--- config.mk ---
export PLATFORM = sky130hd
export DESIGN_NAME = if_id_inst_buffer
export DESIGN_NICKNAME = d
export VERILOG_FILES = /design/src/rtl/if_id_inst_buffer_pkg.sv /design/src/rtl/if_id_inst_buffer.sv
export SDC_FILE = /design/constraint.sdc
export NUM_CORES = 1
export LEC_CHECK = 0
export CELL_PAD_IN_SITES_DETAIL_PLACEMENT = 1
export CELL_PAD_IN_SITES_GLOBAL_PLACEMENT = 1
export CORE_MARGIN = 2
export CORE_UTILIZATION = 45
export CTS_CLUSTER_DIAMETER = 150
export DETAILED_ROUTE_END_ITERATION = 7
export PLACE_DENSITY_LB_ADDON = 0.15
export SLEW_MARGIN = 20
export SYNTH_ARGS = -nofsm -noshare
export SYNTH_HDL_FRONTEND = slang
export SYNTH_SLANG_ARGS = --single-unit
--- constraint.sdc ---
create_clock -name clk -period 7.34 [get_ports clk]
set_input_delay 0.734 -clock clk [delete_from_list [all_inputs] [get_ports clk]]
set_output_delay 0.734 -clock clk [all_outputs]
set_load 0.005 [all_outputs]
--- src/rtl/if_id_inst_buffer_pkg.sv ---
// Shared definitions for the fetch-to-decode instruction buffer.
// Holds the packet layout (field positions, packed view of the bus) and
// small helpers used by the buffer and by anything that needs to pick
// fields out of a fetched packet.
package if_id_inst_buffer_pkg;

    // Width of one fetched packet on the fetch -> decode bus.
    localparam int unsigned IF_TO_ID_BUS_SIZE = 66;

    // Field positions inside a packet.
    localparam int unsigned IFID_EXCP_EN_BIT  = 65;
    localparam int unsigned IFID_EXCP_NUM_BIT = 64;
    localparam int unsigned IFID_PC_LSB       = 32;
    localparam int unsigned IFID_INST_LSB     = 0;
    localparam int unsigned IFID_WORD_W       = 32;

    // Default queue depth.
    localparam int unsigned IFID_DEFAULT_DEPTH = 4;

    // Packed view of one packet; first member sits at the MSB.
    typedef struct packed {
        logic                   excp_en;
        logic                   excp_num;
        logic [IFID_WORD_W-1:0] pc;
        logic [IFID_WORD_W-1:0] inst;
    } ifid_bus_t;

    // Extract the pc field from a raw packet.
    function automatic logic [IFID_WORD_W-1:0] ifid_pc(
        input logic [IF_TO_ID_BUS_SIZE-1:0] bus
    );
        return bus[IFID_PC_LSB +: IFID_WORD_W];
    endfunction

    // Extract the instruction word from a raw packet.
    function automatic logic [IFID_WORD_W-1:0] ifid_inst(
        input logic [IF_TO_ID_BUS_SIZE-1:0] bus
    );
        return bus[IFID_INST_LSB +: IFID_WORD_W];
    endfunction

endpackage : if_id_inst_buffer_pkg

--- src/rtl/if_id_inst_buffer.sv ---
// Decoupling instruction queue between fetch and decode.
// Accepts fetched packets over a valid/allow_in handshake, holds up to DEPTH
// of them and presents the oldest to decode first-word-fall-through. A kill
// (flush or br_cancel) empties the queue in one cycle and drops the packet
// offered in that cycle. Packet contents, including the exception bits, are
// carried opaquely.
//
// Ports:
//   clk          clock
//   reset        synchronous, active-high reset
//   in_valid     fetch has a packet
//   in_allow_in  buffer can accept a packet this cycle (from registered state)
//   in_bus       fetched packet {excp_en, excp_num, pc, inst}
//   out_valid    head packet valid toward decode (forced low in a kill cycle)
//   out_ready    decode accepts the head packet this cycle
//   out_bus      head packet, all zeros when out_valid is low
//   flush        exception / ertn flush from writeback
//   br_cancel    taken branch resolved in decode
//   count        occupancy
//
// DEPTH must be a power of two in 2..16 so the pointers wrap naturally.
module if_id_inst_buffer
    import if_id_inst_buffer_pkg::*;
#(
    parameter int unsigned BUS_W = IF_TO_ID_BUS_SIZE,
    parameter int unsigned DEPTH = IFID_DEFAULT_DEPTH,
    parameter int unsigned PTR_W = $clog2(DEPTH)
) (
    input  logic             clk,
    input  logic             reset,
    input  logic             in_valid,
    output logic             in_allow_in,
    input  logic [BUS_W-1:0] in_bus,
    output logic             out_valid,
    input  logic             out_ready,
    output logic [BUS_W-1:0] out_bus,
    input  logic             flush,
    input  logic             br_cancel,
    output logic [PTR_W:0]   count
);

    localparam int unsigned CNT_W = PTR_W + 1;
    localparam logic [CNT_W-1:0] FULL_CNT = CNT_W'(DEPTH);

    // Storage and state registers.
    logic [BUS_W-1:0] mem [DEPTH];
    logic [PTR_W-1:0] rd_ptr_q, rd_ptr_d;
    logic [PTR_W-1:0] wr_ptr_q, wr_ptr_d;
    logic [CNT_W-1:0] count_q,  count_d;

    logic kill;
    logic push;
    logic pop;
    logic not_empty;

    // Handshake and head-of-queue decode.
    // Outputs are qualified with reset so they read as empty during the
    // reset cycle even before the registers have been cleared.
    always_comb begin
        kill        = flush | br_cancel;
        not_empty   = (count_q != '0);
        in_allow_in = reset | (count_q != FULL_CNT);
        out_valid   = not_empty & ~kill & ~reset;
        push        = in_valid & in_allow_in & ~kill & ~reset;
        pop         = out_valid & out_ready;
        out_bus     = out_valid ? mem[rd_ptr_q] : '0;
        count       = reset ? '0 : count_q;
    end

    // Next-state for pointers and occupancy.
    always_comb begin
        rd_ptr_d = rd_ptr_q;
        wr_ptr_d = wr_ptr_q;
        count_d  = count_q;

        if (kill) begin
            rd_ptr_d = '0;
            wr_ptr_d = '0;
            count_d  = '0;
        end else begin
            if (push) begin
                wr_ptr_d = wr_ptr_q + PTR_W'(1);
            end
            if (pop) begin
                rd_ptr_d = rd_ptr_q + PTR_W'(1);
            end
            // Simultaneous push and pop leave occupancy unchanged.
            if (push && !pop) begin
                count_d = count_q + CNT_W'(1);
            end else if (pop && !push) begin
                count_d = count_q - CNT_W'(1);
            end
        end
    end

    // State register; reset wins over push, pop and kill.
    always_ff @(posedge clk) begin
        if (reset) begin
            rd_ptr_q <= '0;
            wr_ptr_q <= '0;
            count_q  <= '0;
        end else begin
            rd_ptr_q <= rd_ptr_d;
            wr_ptr_q <= wr_ptr_d;
            count_q  <= count_d;
        end
    end

    // Packet array; contents are not reset, only the write is qualified.
    always_ff @(posedge clk) begin
        if (push) begin
            mem[wr_ptr_q] <= in_bus;
        end
    end

    // Occupancy can never exceed the array size.
    a_count_bound: assert property (@(posedge clk) disable iff (reset)
        count_q <= FULL_CNT);

    // Decode never pops an empty queue.
    a_no_underflow: assert property (@(posedge clk) disable iff (reset)
        pop |-> not_empty);

endmodule : if_id_inst_buffer

# ---- Word-level counts from Yosys, hierarchy flattened
# Memory sizes are Yosys's and may differ from the RTL's. A register that Yosys moved wholly into a read port is not among the register bits.
# Cells that the tools add are included.
# Widths: inputs -> output; s select.
dict set report op_classes {
  add_sub_neg 4
  n_eq_ne 1
  n_mux 8
  n_bitwise 10
  reduce_logical 7
}
# cell count
set op_table {}
lappend op_table {{$mux 66} 1}
lappend op_table {{$mux 3} 3}
lappend op_table {{$and 1x1->1} 6}
lappend op_table {{$add 2x1->2 const B} 2}
lappend op_table {{$mux 2} 2}
lappend op_table {{$add 3x1->3 const B} 1}
lappend op_table {{$ne 3x3->1 const B} 1}
lappend op_table {{$reduce_bool 3->1} 1}
lappend op_table {{$sub 3x1->3 const B} 1}
lappend op_table {{$logic_and 1x1->1} 2}
lappend op_table {{$logic_not 1->1} 2}
lappend op_table {{$mux 1} 2}
lappend op_table {{$not 1->1} 2}
lappend op_table {{$or 1x1->1} 2}
lappend op_table {{$reduce_bool 2->1} 1}
lappend op_table {{$reduce_or 2->1} 1}
dict set report word_totals {
  regBits 7
  ramBits 264
  inputBits 72
  output_inout_bits 71
  word_cells 34
  n_memories 1
}
# memory depth width rd rd_clocked_by_memory_dff write_ports line_no
set memory_table {}
lappend memory_table {mem 4 66 1 1 1 if_id_inst_buffer.sv:46} ;# logic [BUS_W-1:0] mem [DEPTH];

# ---- Logic depth before layout (Yosys ltp)
dict set report depth {
  word_depth 9
  mapped_depth 9
  depth_no_buf 8
}

# ---- Least setup slack after synthesis
# No wires, ideal clock.
dict set report synth_path {
  kind {input -> register}
  from {input reset}
  to {memory mem[0][0] in the netlist's numbering (enable)}
  setup_ps 431
  t_arrival_ps 3132
  t_required_ps 6909
  path_slack_ps 3777
  stages 4
  path_buffers 1
  cell_sequence {or3_1 > clkbuf_2 > nor3_1 > and2_1}
}
dict set report synth_via {
  elab_chain_len 6
  word_cells_on_any_way 7
  classes_between {mux (2); bitwise (5)}
}
# item line_no
set synth_rtl {}
lappend synth_rtl {{from (decl)} if_id_inst_buffer.sv:30} ;# input logic reset,
lappend synth_rtl {{$or 1x1->1} if_id_inst_buffer.sv:62} ;# in_allow_in = reset | (count_q != FULL_CNT);
lappend synth_rtl {{$and 1x1->1 (2 in series)} if_id_inst_buffer.sv:64} ;# push = in_valid & in_allow_in & ~kill & ~reset;
lappend synth_rtl {{$and 1x1->1 (*)} if_id_inst_buffer.sv:64}
lappend synth_rtl {{via push} if_id_inst_buffer.sv:52} ;# logic push;
lappend synth_rtl {{$mux 1 (*)} if_id_inst_buffer.sv:111} ;# if (push) begin
lappend synth_rtl {{$mux 1 (not written as such) (*)} if_id_inst_buffer.sv:112} ;# mem[wr_ptr_q] <= in_bus;
lappend synth_rtl {{to (decl)} if_id_inst_buffer.sv:46}
# Mark *: on every way through the listed nets, which the timed path passes. The rest lies on a longest branch.

==> impl_metrics.env <==
export IMPL_regToRegStartpoint="count_q[1]"
export IMPL_critPathMaxStageDelay_ns=0.75
export IMPL_route_final_wire_length_um=21900
export IMPL_critical_path_reg2reg_endpoint="count_q[2]"
export IMPL_run_status="finished clean"
export IMPL_worst_setup_path_type="flop to output port"
export IMPL_regToRegSetupSlack_ns=4.53
export IMPL_hold_path_depth=1
export IMPL_worst_max_slew_pin_slew_ns=1.07
export IMPL_hpwl_um=11900
export IMPL_dpl_cell_count=909
export IMPL_timing_critical_path_from_type="flop"
export IMPL_vias_after_detailed_routing=5181
export IMPL_dieHeight_um=157
export IMPL_routing_usage_on_met3=0.0438
export IMPL_synth_most_common_cell="sky130_fd_sc_hd__edfxtp_1"
export IMPL_clock_tree_root_cell="sky130_fd_sc_hd__clkbuf_16"
export IMPL_initialDrtViolationCount=245
export IMPL_cp_max_fo=39
export IMPL_path_cells="buf_4 > mux4_2 > and3_1 > clkdlybuf4s50_1"
export IMPL_grt_setup_unrepaired="false"
export IMPL_cp_depth=4
export IMPL_worst_r2r_path_depth=8
export IMPL_place_area_mm2=0.0122
export IMPL_die_area_mm2=0.0245
export IMPL_dieWidth_um=157
export IMPL_avgSynthCellArea_um2=21.8
export IMPL_num_antenna_cells=0
export IMPL_min_period_ns=4.10
export IMPL_post_synth_instance_area_mm2=0.0105
export IMPL_worst_setup_path_end_kind="output port"
export IMPL_synthesis_yosys_warnings=0
export IMPL_finalSetupViolCount=0
export IMPL_worst_path_dominant_cell_family="buffers and inverters"
export IMPL_first_pass_iteration_count_of_the_detailed_router=4
export IMPL_finalClockSkew_ns=0.0104
export IMPL_h_tree_depth=1
export IMPL_remaining_drc_errors=0
export IMPL_synth_compound_gate_area_share=0.00358
export IMPL_relative_slew_slack=0.284
export IMPL_synth_seq_area_share=0.773
export IMPL_std_cell_rows=55
export IMPL_ys_dominant_reg_cell="sky130_fd_sc_hd__edfxtp_1"
export IMPL_num_nets_final=705
export IMPL_post_synth_most_frequent_cells="sky130_fd_sc_hd__edfxtp_1, sky130_fd_sc_hd__mux4_2, sky130_fd_sc_hd__and3_1"
export IMPL_synth_fp_nets=559
export IMPL_cts_made_buffers=28
export IMPL_period_share=0.559
export IMPL_crit_arrival_ns=3.37
export IMPL_grt_util_met2=0.311
export IMPL_hold_path_endpoint="rd_ptr_q[0]"
export IMPL_clock_fmax_mhz=244
export IMPL_cts_root_to_sink_buffers=3
export IMPL_ant_nets=0
export IMPL_hold_viol=0
export IMPL_final_design_area_excluding_fillers_mm2=0.0131
export IMPL_gr_max_usage_layer="met2"
export IMPL_area_growth_synth_to_final_pct=24.5
export IMPL_initial_standard_cell_utilization_of_the_core=0.460
export IMPL_synth_top_cell_area_share=0.756
export IMPL_fin_tns_setup_ns=0
export IMPL_antenna_found_initial=1
export IMPL_num_clock_sinks=273
export IMPL_global_route_overflow_total=0
export IMPL_post_synth_and_or_nand_nor_area_fraction=0.0545
export IMPL_syn_inst=481
export IMPL_netlist_top_cells_area="sky130_fd_sc_hd__edfxtp_1, sky130_fd_sc_hd__mux4_2, sky130_fd_sc_hd__and3_1, sky130_fd_sc_hd__dfxtp_1, sky130_fd_sc_hd__and3_2"
export IMPL_max_cap_viol_count=0
export IMPL_cts_hold_buffers=0
export IMPL_yosys_area_top_type="sky130_fd_sc_hd__edfxtp_1"
export IMPL_start_point_of_the_worst_min_delay_path="rd_ptr_q[0]"
export IMPL_fillCellCount=1980
export IMPL_port_buffers=142
export IMPL_clock_insertion_delay_worst_skew_ns=0.53
export IMPL_route_detailed_wl_per_inst_um=22.8
export IMPL_global_routing_met1_resource_utilization=0.254
export IMPL_final_standard_cell_count_with_taps_included_and_fillers_excluded=961
export IMPL_cts_reportedPaths_clkPinSlew_ns=0.06
export IMPL_synth_async_reset_ratio=0
export IMPL_cts_setup_buffers=0
export IMPL_number_of_primary_i_o_pins=143
export IMPL_power_density_mw_per_mm2=235
export IMPL_gp_congestion=0.690
export IMPL_arithmetic_cell_share_of_the_synthesized_area_counting_full_adders_half_adders_and_majority_gates=0.00787
export IMPL_synth_edf_count=264
export IMPL_grt_pass1_vias=5903
export IMPL_critical_path_required_ns=6.61
export IMPL_ys_ff_latch=273
export IMPL_fin_worst_hold_slack_ns=0.511
export IMPL_avgViaCountPerCell=5.39
export IMPL_post_cts_resize_count=0
export IMPL_cp_num_buf_inv=2
export IMPL_grt_max_degree=70
export IMPL_globalRouteTotalUtil=0.186
export IMPL_share_of_post_route_cells_with_drive_strength_above_1=0.205
export IMPL_worst_path_max_delay_cell="sky130_fd_sc_hd__buf_4"
export IMPL_multi_input_gate_area_mm2=0.00225
export IMPL_ir_worst_vdd_v=0.000198
export IMPL_grt_pass1_wl_um=34500
export IMPL_cts_tree="done"
export IMPL_leakage_component_of_the_power_uw=0.00427
export IMPL_dominant_combinational_cell_family_by_area_after_synthesis="multiplexers"
export IMPL_placeableCoreArea_mm2=0.0228
export IMPL_yosysUniqueCellTypes=27
export IMPL_yosys_mux_area_fraction=0.145
export IMPL_maxSlewViolCount=0
export IMPL_xor_and_xnor_area_share_after_synthesis=0.00167
export IMPL_hp_class="flop to flop"
export IMPL_seqCellArea_mm2=0.00812
-- worst reg2reg max path: stages, from the launching register on --
cell,delay (ns)
sky130_fd_sc_hd__dfxtp_1,0.38
sky130_fd_sc_hd__or3_4,0.71
sky130_fd_sc_hd__nand3_1,0.34
sky130_fd_sc_hd__ha_1,0.23
sky130_fd_sc_hd__inv_1,0.06
sky130_fd_sc_hd__fa_1,0.38
sky130_fd_sc_hd__xor2_1,0.17
sky130_fd_sc_hd__or3_1,0.32
sky130_fd_sc_hd__a21oi_1,0.14
-- how the worst max path moves through the flow --
stage | to | slack (ns)
after floorplan | mem[0][0] | 3.78
after global placement | out_bus[47] | 3.68
after detailed placement | count_q[2] | 3.61
after CTS | out_bus[20] | 3.11
after global routing | out_bus[2] | 2.96
final | out_bus[20] | 3.24
-- report_power, final --
group | switching, uW | internal, uW
Sequential | 2.34 | 1720
Clock | 554 | 719
Combinational | 38.2 | 44.1
-- logic make-up (layout without fill, tap and decap cells) --
logic type	after synthesis	after routing
AOI/OAI and AO/OA	7	7
xor gates and xnor gates	2	2
adders and majority gates	6	6
buffers and inverters	34	201
DFF	273	273
muxes	69	69
and+or+nand+nor	90	90
-- cell type report --
type | instances | area share
sequential | 273 | 0.621
multi-input combinational | 174 | 0.172
timing repair buffer | 145 | 0.112
clock buffer | 36 | 0.0576
tap | 313 | 0.0300
clock inverter | 15 | 0.00556
inverter | 5 | 0.00144
-- stage by stage --
| step | total power, uW | setup slack (ns) | util |
|---|---|---|---|
| after detailed placement | 1830 | 3.61 | 0.536 |
| after floorplan | 1770 | 3.78 | - |
| after global routing | 3180 | 2.96 | 0.573 |
| final | 3070 | 3.24 | 0.573 |
| after CTS | 3110 | 3.11 | 0.572 |
| after global placement | 1830 | 3.68 | 0.536 |
-- layout by cell type, fill, tap and decap left out, types with 4 or more instances in the layout --
cell type,instances
sky130_fd_sc_hd__clkbuf_1,7
sky130_fd_sc_hd__and2_4,4
sky130_fd_sc_hd__edfxtp_1,264
sky130_fd_sc_hd__clkinv_2,6
sky130_fd_sc_hd__and3_1,50
sky130_fd_sc_hd__clkbuf_16,29
sky130_fd_sc_hd__and3_2,16
sky130_fd_sc_hd__mux4_2,66
sky130_fd_sc_hd__clkdlybuf4s50_1,142
sky130_fd_sc_hd__ha_1,5
sky130_fd_sc_hd__inv_1,5
sky130_fd_sc_hd__dfxtp_1,7
sky130_fd_sc_hd__clkinv_1,7
-- state kept, by name (all words and copies together), names as in the netlist, named ones only --
register  count
rd_ptr_q      2
count_q       3
wr_ptr_q      2
mem         264
-- metal layers --
metal	vias up	share of wire
li1	2296	-
met4	2	0.013
met5	-	0.00059
met2	169	0.49
met1	2686	0.42
met3	28	0.074
Note: power is estimated with default switching activity, not from simulation.
